[src/rtl/debounce_sync.sv]
`timescale 1ns/1ps
`default_nettype none
// ============================================================================
//  Module   : debounce_sync
//  Purpose  : Conditions a noisy, asynchronous level input (push-button or
//             switch) into a clean, clock-synchronous level plus one-cycle
//             rise/fall pulses. A two-flop synchronizer feeds a four-state
//             stability FSM whose qualification counter advances only on
//             sample_en strobes.
//
//  Parameters
//    STABLE_CYCLES : qualified samples the synchronized input must hold
//                    before db_out changes (>= 2)
//    CNT_WIDTH     : qualification counter width (2**CNT_WIDTH >= STABLE_CYCLES)
//
//  Ports
//    clk        in   system clock, rising edge active
//    reset_n    in   asynchronous active-low reset
//    noisy_in   in   raw asynchronous level
//    sample_en  in   qualification strobe (tie to 1 to qualify every clock)
//    db_out     out  debounced level, registered
//    rise_pulse out  one-cycle pulse on db_out 0->1, registered
//    fall_pulse out  one-cycle pulse on db_out 1->0, registered
//
//  Revision : 1.0  initial release
// ============================================================================
module debounce_sync #(
    parameter int STABLE_CYCLES = 4,
    parameter int CNT_WIDTH     = 3
) (
    input  logic clk,
    input  logic reset_n,
    input  logic noisy_in,
    input  logic sample_en,
    output logic db_out,
    output logic rise_pulse,
    output logic fall_pulse
);

    // ------------------------------------------------------------------------
    // State encoding. Bit 1 mirrors the debounced level held in that state,
    // bit 0 marks a qualification in progress.
    // ------------------------------------------------------------------------
    typedef enum logic [1:0] {
        ST_LOW       = 2'd0,
        ST_WAIT_HIGH = 2'd1,
        ST_HIGH      = 2'd2,
        ST_WAIT_LOW  = 2'd3
    } state_t;

    // Terminal count: the qualifying strobe that arrives while the counter
    // sits here completes the qualification.
    localparam logic [CNT_WIDTH-1:0] c_cnt_last = CNT_WIDTH'(STABLE_CYCLES - 1);
    localparam logic [CNT_WIDTH-1:0] c_cnt_zero = '0;
    localparam logic [CNT_WIDTH-1:0] c_cnt_one  = CNT_WIDTH'(1);

    // ------------------------------------------------------------------------
    // Registers
    // ------------------------------------------------------------------------
    logic                 r_sync1;
    logic                 r_sync2;
    state_t               r_state;
    logic [CNT_WIDTH-1:0] r_cnt;
    logic                 r_db;
    logic                 r_rise;
    logic                 r_fall;

    // ------------------------------------------------------------------------
    // Next-state values
    // ------------------------------------------------------------------------
    state_t               w_state_nxt;
    logic [CNT_WIDTH-1:0] w_cnt_nxt;
    logic                 w_db_nxt;
    logic                 w_rise_nxt;
    logic                 w_fall_nxt;

    // Counter value on entering a WAIT state: the entry edge itself counts
    // as the first qualified sample when the strobe is present.
    logic [CNT_WIDTH-1:0] w_cnt_entry;
    // Qualification completes on this edge if the strobe is present.
    logic                 w_qualify_done;

    assign w_cnt_entry    = sample_en ? c_cnt_one : c_cnt_zero;
    assign w_qualify_done = sample_en && (r_cnt == c_cnt_last);

    // ------------------------------------------------------------------------
    // Two-flop synchronizer. Nothing sits between the flops so the first
    // stage has a full clock period to resolve metastability.
    // ------------------------------------------------------------------------
    always_ff @(posedge clk or negedge reset_n) begin
        if (!reset_n) begin
            r_sync1 <= 1'b0;
            r_sync2 <= 1'b0;
        end else begin
            r_sync1 <= noisy_in;
            r_sync2 <= r_sync1;
        end
    end

    // ------------------------------------------------------------------------
    // FSM state, counter and output registers
    // ------------------------------------------------------------------------
    always_ff @(posedge clk or negedge reset_n) begin
        if (!reset_n) begin
            r_state <= ST_LOW;
            r_cnt   <= c_cnt_zero;
            r_db    <= 1'b0;
            r_rise  <= 1'b0;
            r_fall  <= 1'b0;
        end else begin
            r_state <= w_state_nxt;
            r_cnt   <= w_cnt_nxt;
            r_db    <= w_db_nxt;
            r_rise  <= w_rise_nxt;
            r_fall  <= w_fall_nxt;
        end
    end

    // ------------------------------------------------------------------------
    // Next-state / output logic.
    // In the WAIT states a reversal of r_sync2 is tested first, so it wins
    // over a qualification that would otherwise complete on the same edge.
    // Strobe-less edges fall through to the defaults and hold the counter.
    // ------------------------------------------------------------------------
    always_comb begin
        w_state_nxt = r_state;
        w_cnt_nxt   = r_cnt;
        w_db_nxt    = r_db;
        w_rise_nxt  = 1'b0;
        w_fall_nxt  = 1'b0;

        case (r_state)
            ST_LOW: begin
                w_db_nxt  = 1'b0;
                w_cnt_nxt = c_cnt_zero;
                if (r_sync2) begin
                    w_state_nxt = ST_WAIT_HIGH;
                    w_cnt_nxt   = w_cnt_entry;
                end
            end

            ST_WAIT_HIGH: begin
                if (!r_sync2) begin
                    // Glitch rejected, no pulse.
                    w_state_nxt = ST_LOW;
                    w_cnt_nxt   = c_cnt_zero;
                end else if (w_qualify_done) begin
                    w_state_nxt = ST_HIGH;
                    w_cnt_nxt   = c_cnt_zero;
                    w_db_nxt    = 1'b1;
                    w_rise_nxt  = 1'b1;
                end else if (sample_en) begin
                    w_cnt_nxt = r_cnt + c_cnt_one;
                end
            end

            ST_HIGH: begin
                w_db_nxt  = 1'b1;
                w_cnt_nxt = c_cnt_zero;
                if (!r_sync2) begin
                    w_state_nxt = ST_WAIT_LOW;
                    w_cnt_nxt   = w_cnt_entry;
                end
            end

            ST_WAIT_LOW: begin
                if (r_sync2) begin
                    w_state_nxt = ST_HIGH;
                    w_cnt_nxt   = c_cnt_zero;
                end else if (w_qualify_done) begin
                    w_state_nxt = ST_LOW;
                    w_cnt_nxt   = c_cnt_zero;
                    w_db_nxt    = 1'b0;
                    w_fall_nxt  = 1'b1;
                end else if (sample_en) begin
                    w_cnt_nxt = r_cnt + c_cnt_one;
                end
            end

            default: begin
                w_state_nxt = ST_LOW;
                w_cnt_nxt   = c_cnt_zero;
                w_db_nxt    = 1'b0;
            end
        endcase
    end

    // Outputs come straight from flops.
    assign db_out     = r_db;
    assign rise_pulse = r_rise;
    assign fall_pulse = r_fall;

endmodule
`default_nettype wire

[config.mk]
export PLATFORM = sky130hd
export DESIGN_NAME = debounce_sync
export DESIGN_NICKNAME = d
export VERILOG_FILES = /design/src/rtl/debounce_sync.sv
export SDC_FILE = /design/constraint.sdc
export NUM_CORES = 1
export LEC_CHECK = 0
export CORE_MARGIN = 8
export CORE_UTILIZATION = 25
export DETAILED_ROUTE_END_ITERATION = 6
export PLACE_DENSITY_LB_ADDON = 0.2
export SYNTH_ARGS = -nofsm -noshare
export SYNTH_HDL_FRONTEND = slang
export SYNTH_SLANG_ARGS = --single-unit
[constraint.sdc]
create_clock -name clk -period 3.4 [get_ports clk]
set_input_delay 0.34 -clock clk [delete_from_list [all_inputs] [get_ports clk]]
set_output_delay 0.34 -clock clk [all_outputs]
set_load 0.01 [all_outputs]
Yosys cells after proc, flatten, opt, wreduce, memory -nomap -nowiden
Index checks and enable logic that the tools add are counted.

Flip-flop bits (word level): 10. Bits of input ports: 4. Logic and storage cells: 49. Output and inout port bits: 3.

Multiplexer cells: 25. Add/subtract/negate cells: 1. Eq/ne operators: 12. Reduce and logical (&&, ||, !) cells: 4.

Operators with widths (number): 1-bit 2-to-1 mux (12); 2-bit 2-to-1 mux (6); 3-bit 2-to-1 mux (4); 2-bit inequality test (second input constant) (6); 3-bit case mux with 4 select lines (1); 2-bit case mux with 4 select lines (1); 4-bit AND reduction (2); 3-bit inequality test (second input constant) (2); 2-bit == test (second input constant) (2); 1-bit case mux with 4 select lines (1); 3-bit by 1-bit adder with 3-bit output (second input constant) (1); 3-bit by 2-bit == test with 1-bit output (second input constant) (1); 2-bit by 1-bit == test with 1-bit output (second input constant) (1); 2-bit zero test (1); 1-bit logical AND (1).

Depth between registers and ports, before layout
Depth in word-level cells: 5. Mapped depth: 5.

Least setup slack after synthesis
No wires, ideal clock.

Path type: register to register. From: reg (tool-made name). To: reg r_state[0]. Buffers on the path: 0. Path slack: 1885 ps. Stages on the path, launching flop included: 6. Arrival time: 1433 ps. Cells stage by stage: dfrtp_1 > inv_1 > ha_1 > mux2_4 > a221o_1 > a22oi_2.

RTL lines: to (signal assigned) (line 111) `r_state <= w_state_nxt;`; to (decl) (line 62) `state_t r_state;`.

==> summary.txt <==
Placed design
  – GPL Wtd Cong: 0.742
  – Dpl ws: 1.55 ns
  – DP Cell Count: 86
  – Port buffer count: 6
  – Dpl hpwl: 825 µm

Die
  – Core region area: 0.00221 mm²
  – Die Y: 64.6 µm
  – Num ports: 7
  – Standard-cell row count: 17
  – Starting density of the core: 26.6%
  – Die width: 64.6 µm
  – Die area: 0.00417 mm²

Setup path
  – CP Class: register to register
  – Reg2Reg Depth: 5
  – Critical path peak fanout: 6
  – Worst r2r dst: r_state[0]$_DFFE_PN0P_
  – Reg2Reg Setup Slack: 1.74 ns
  – CP Capture Type: register
  – Worst path required time: 3.58 ns
  – Crit path launch type: register
  – Critical Path AT: 1.85 ns

Global routing
  – First-pass GRT wire length: 1990 µm
  – Tot GR Track Use: 6.30%
  – Antenna violations before repair: 0
  – Pin count of the biggest net entering global routing: 11
  – Grt ovf: 0
  – Vias in the first global route: 437

Timing
  – Unrepaired setup endpoints after global routing: false
  – Setup TNS: 0 ns
  – Worst Skew: 0.00306 ns
  – Count of final hold-check violations: 0
  – Post-layout min period: 1.66 ns
  – Fin worst setup slack: 1.74 ns
  – Max Slew Vio Count: 0
  – Tcrit/Tclk final: 48.9%
  – Rel. slew slack: 67.2%
  – Final setup fails: 0
  – Fmax: 602 MHz
  – Slew at the pin closest to its max-slew limit: 0.491 ns

Clocking
  – Largest buffer count on any clock path: 2
  – Post_cts resized: 0
  – Worst skew pair latency: 0.26 ns
  – TritonCTS clock tree: done
  – Clk slew on worst S/H paths: 0.07 ns
  – Total CTS buffers: 3
  – # H-tree levels: 1
  – Post-CTS setup buffer count: 0
  – Clock root buffer: clkbuf_4
  – Clk sink count: 10
  – Hold_buf cts: 0

Synth
  – Seq/Total Area, Yosys: 42.5%
  – Synth Instances: 54
  – Yosys cell types: 23
  – Post-synth EDFFs: 0
  – Dominant synthesized flop cell: dfrtp_1
  – Count leader, synth: dfrtp_1
  – Post-synthesis register bit count: 10
  – Synthesized area: 589 µm²
  – Post-synth ARST share: 100%
  – Biggest area consumer among synthesized cells: dfrtp_1
  – Syn_area_per_cell: 10.9 µm²
  – Top post-synthesis cells by area: dfrtp_1, ha_1, mux2i_1
  – Synth warn: 0
  – Top post-synthesis cells by count: dfrtp_1, ha_1, inv_1, nor2_1, nor3_1
  – Syn nets: 65
  – Top cell type's share of synthesized area: 42.5%

Route
  – Via density: 4.66
  – Drt total wl: 1140 µm
  – Antenna-violating nets left: 0
  – # DRC: 0
  – DRT Pass-1 Iters: 4
  – Drt first-iter violations: 9
  – Vias: 415
  – Drt wl/cell: 12.8 µm

Min path
  – Hold path start: r_sync1$_DFF_PN0_
  – Type of the worst min-delay path: register to register
  – Worst Hold Path Cells: 0
  – Hold Path End: r_sync2$_DFF_PN0_

Final layout
  – Synth-to-Final Area Change: 17.2%
  – Diodes inserted: 0
  – Post-layout util: 31.2%
  – Final net count: 74
  – Fin cells: 89
  – Share of post-route cells with drive strength above 1: 11.5%

Pwr
  – Max IR drop VDD: 0.000284 V
  – P_leak: 0.307 nW
  – Pwr Density: 702 mW/mm²

Flow run
  – Max cap viols: 0

Run status
  – Status: complete, no violations
-- worst max path at each step --
stage | from | to | slack (ns) | depth (start not counted)
global route | register | r_state[0]$_DFFE_PN0P_ | 1.62 | 5
CTS | register | r_state[0]$_DFFE_PN0P_ | 1.75 | 5
global placement | sample_en | r_state[0]$_DFFE_PN0P_ | 1.58 | 4
floorplan | register | r_state[0]$_DFFE_PN0P_ | 1.89 | 5
finish | register | r_state[0]$_DFFE_PN0P_ | 1.74 | 5
detailed placement | sample_en | r_state[0]$_DFFE_PN0P_ | 1.55 | 4
-- flip-flops by register name, indices dropped and copies added (netlist names), named ones only --
name and flops:
r_cnt 3, db_out 1, fall_pulse 1, r_state 1, r_sync1 1, r_sync2 1, rise_pulse 1
-- per-layer routing --
layer | wire, µm | GRT usage, %
met2 | 496 | 9.57
met4 | 19 | 2.45
met5 | 0 | 0
met1 | 548 | 6.94
met3 | 78 | 3.95
-- final cells by class --
type / instances / area (µm²)
Tap cell: 28 / 35.0
Inverter: 4 / 15.0
Multi-Input combinational cell: 38 / 308
Fill cell: 236 / 1520
Timing Repair Buffer: 6 / 60.1
Sequential cell: 10 / 250
Clock buffer: 3 / 22.5
-- layout by cell type, fill, tap and decap left out --
cell	n
a2111oi_0	1
a211oi_1	1
a221o_1	1
a22oi_2	1
a32oi_1	1
and2b_2	1
clkbuf_4	3
clkdlybuf4s50_1	6
dfrtp_1	10
ha_1	7
inv_1	4
mux2_2	1
mux2_4	1
mux2i_1	3
nand2_1	3
nand3_1	2
nand3b_1	2
nand4_1	1
nor2_1	4
nor3_1	4
nor3b_1	2
o211ai_1	1
o31ai_1	1
-- report_power, final --
group	total [mW]	switching, mW	leakage [nW]	internal, mW
Clock	0.0800	0.0392	0.0138	0.0408
Sequential	0.170	0.0241	0.126	0.146
Combinational	0.235	0.123	0.167	0.111
-- cells by family after synthesis --
logic type      synth area share [%]
simple gates                    17.2
flops                           42.5
compound gates                  10.6
fa+ha+maj                       14.9
buf+inv                         5.31
mux                             9.55
-- critical path, stage by stage, from the launching register on --
cell	delay [ns]
dfrtp_1	0.42
inv_1	0.10
ha_1	0.26
mux2_4	0.32
a221o_1	0.31
a22oi_2	0.18
-- stage by stage --
step,total power [mW],hold WS [ns],area (µm²)
floorplan,0.346,0.0444,589
global placement,0.405,0.335,668
detailed placement,0.405,0.338,668
CTS,0.490,0.354,691
global route,0.533,0.361,691
finish,0.485,0.350,691
Note: power is estimated with default switching activity, not from simulation.
==> edit: new RTL, same settings <==
`CNT_WIDTH`: 3 -> 6.
--- a/src/rtl/debounce_sync.sv
+++ b/src/rtl/debounce_sync.sv
@@ -27,5 +27,5 @@
 module debounce_sync #(
     parameter int STABLE_CYCLES = 4,
-    parameter int CNT_WIDTH     = 3
+    parameter int CNT_WIDTH     = 6
 ) (
     input  logic clk,
Function: same outputs for any inputs over 10 cycles, from zero or initial values and one cycle with reset_n low; that may be too few to reach the edited logic, so the function may still have changed.
==> edit against the unedited design <==
Routed wire length rose by 17%; core utilization fell by 1.1 points; synthesized cell count rose by 24%; setup slack got worse by 16 ps; clock power rose by 17%; sequential cell count rose by 3; count of clock-buffer cells in the layout rose by 1; hold slack improved by 0.77 ps; power rose by 12%; synthesized area rose by 21%; final area rose by 19%; critical endpoint is now db_out; highest routed layer unchanged.
==> edit: results (changes against the unedited design) <==
Net Sw Frac: 0.378 (was 0.385)
deepest level of the CTS H-tree: 1 (unchanged)
via count of the first global-routing pass: 516 (was 437)
status: finished, final reports clean (unchanged)
Warnings, synthesis: 0 (unchanged)
fraction of final layout cells sized beyond drive strength 1: 0.0811 (was 0.115)
routed vias/inst: 4.70 (was 4.66)
post-synthesis sequential area ratio: 0.458 (was 0.425)
Max Root-Sink Buffers: 2 (unchanged)
signal arrival time at the worst endpoint: 1830 ps (was 1850 ps)
total iterations of the first detailed-routing run: 2 (was 4)
Max Clock Skew: 8.32 ps (was 3.06 ps)
actual transition at the worst max-transition pin: 595 ps (was 491 ps)
cell type of the slowest stage on the worst timing path: or4_4 (was dfrtp_1)
number of flip-flops in the largest register: 6 (was 3)
top cells by instance count after synthesis: dfrtp_1, ha_1, nor2_1, nor3_1 (was dfrtp_1, ha_1, inv_1, nor2_1, nor3_1)
largest fanout on the critical path: 4 (was 6)
wire length of the first global-routing pass: 2440 µm (was 1990 µm)
worst supply voltage drop on vdd: 0.278 mV (was 0.284 mV)
maximum number of pins on one net before global-route repair: 14 (was 11)
iteration-0 DRC count of the detailed router: 17 (was 9)
net count reported at finish: 85 (was 74)
buffers added on ports: 6 (unchanged)
weighted congestion reported at the end of routability-driven placement: 0.720 (was 0.742)
total wire length: 1340 µm (was 1140 µm)
largest incremental delay on the critical path: 580 ps (was 420 ps)
GRT Overall Usage: 0.0640 (was 0.0630)
[edit: area by class of cell]
cell class              count  area share
multi-input cells          47       0.436
flip-flops and latches     13       0.395
repair buffers              6      0.0728
well taps                  31      0.0470
inverters                   4      0.0182
clock buffers               4      0.0319
[edit: logic make-up after synthesis]
group           count (synthesis)  synth area share
xor+xnor                        4            0.0493
flops                          13             0.458
simple gates                   24             0.176
buf+inv                         7            0.0370
fa+ha+maj                       6             0.106
mux                             5            0.0722
compound gates                  8             0.102
[edit: metal layers]
metal / wire, µm / vias to the layer above / track usage
met2: 617 / 5 / 0.0973
met5: 0 / - / 0
met4: 36 / 0 / 0.0547
li1: - / 247 / -
met1: 660 / 239 / 0.0715
met3: 25 / 2 / 0.0186
[edit: power groups by stage]
stage	Clock [W]	Combinational, W	Sequential, W
after floorplan	0	0.000179	0.000208
after global placement	0	0.000235	0.000213
after detailed placement	0	0.000240	0.000214
after CTS	0.000100	0.000240	0.000212
after global routing	0.000109	0.000273	0.000217
final	0.0000938	0.000236	0.000211
[edit: stage by stage]
| stage | utilization | hold slack, ps | instances | setup slack [ps] | cell area (µm²) |
|---|---|---|---|---|---|
| after floorplan | - | 44.4 | 67 | 1840 | 711 |
| after global placement | 0.292 | 333 | 101 | 1570 | 798 |
| after detailed placement | 0.292 | 335 | 101 | 1530 | 798 |
| after CTS | 0.302 | 353 | 105 | 1710 | 825 |
| after global routing | 0.302 | 365 | 105 | 1650 | 825 |
| final | 0.302 | 351 | 105 | 1720 | 825 |
[edit: worst paths after layout]
check	to	slack, ps	cells past startpoint
max	db_out	1720	4
min	r_sync2	350	0
max reg2reg	db_out	1720	4
min reg2reg	r_sync2	350	0
max in group asynchronous	fall_pulse	2570	1
min in group asynchronous	r_cnt[2]	440	1
[edit: worst max-delay path, delay by kind of cell, from the launching register on]
family	cells	cell delay, ps
compound gates	1	60
simple gates	2	910
flops	1	440
mux	1	140
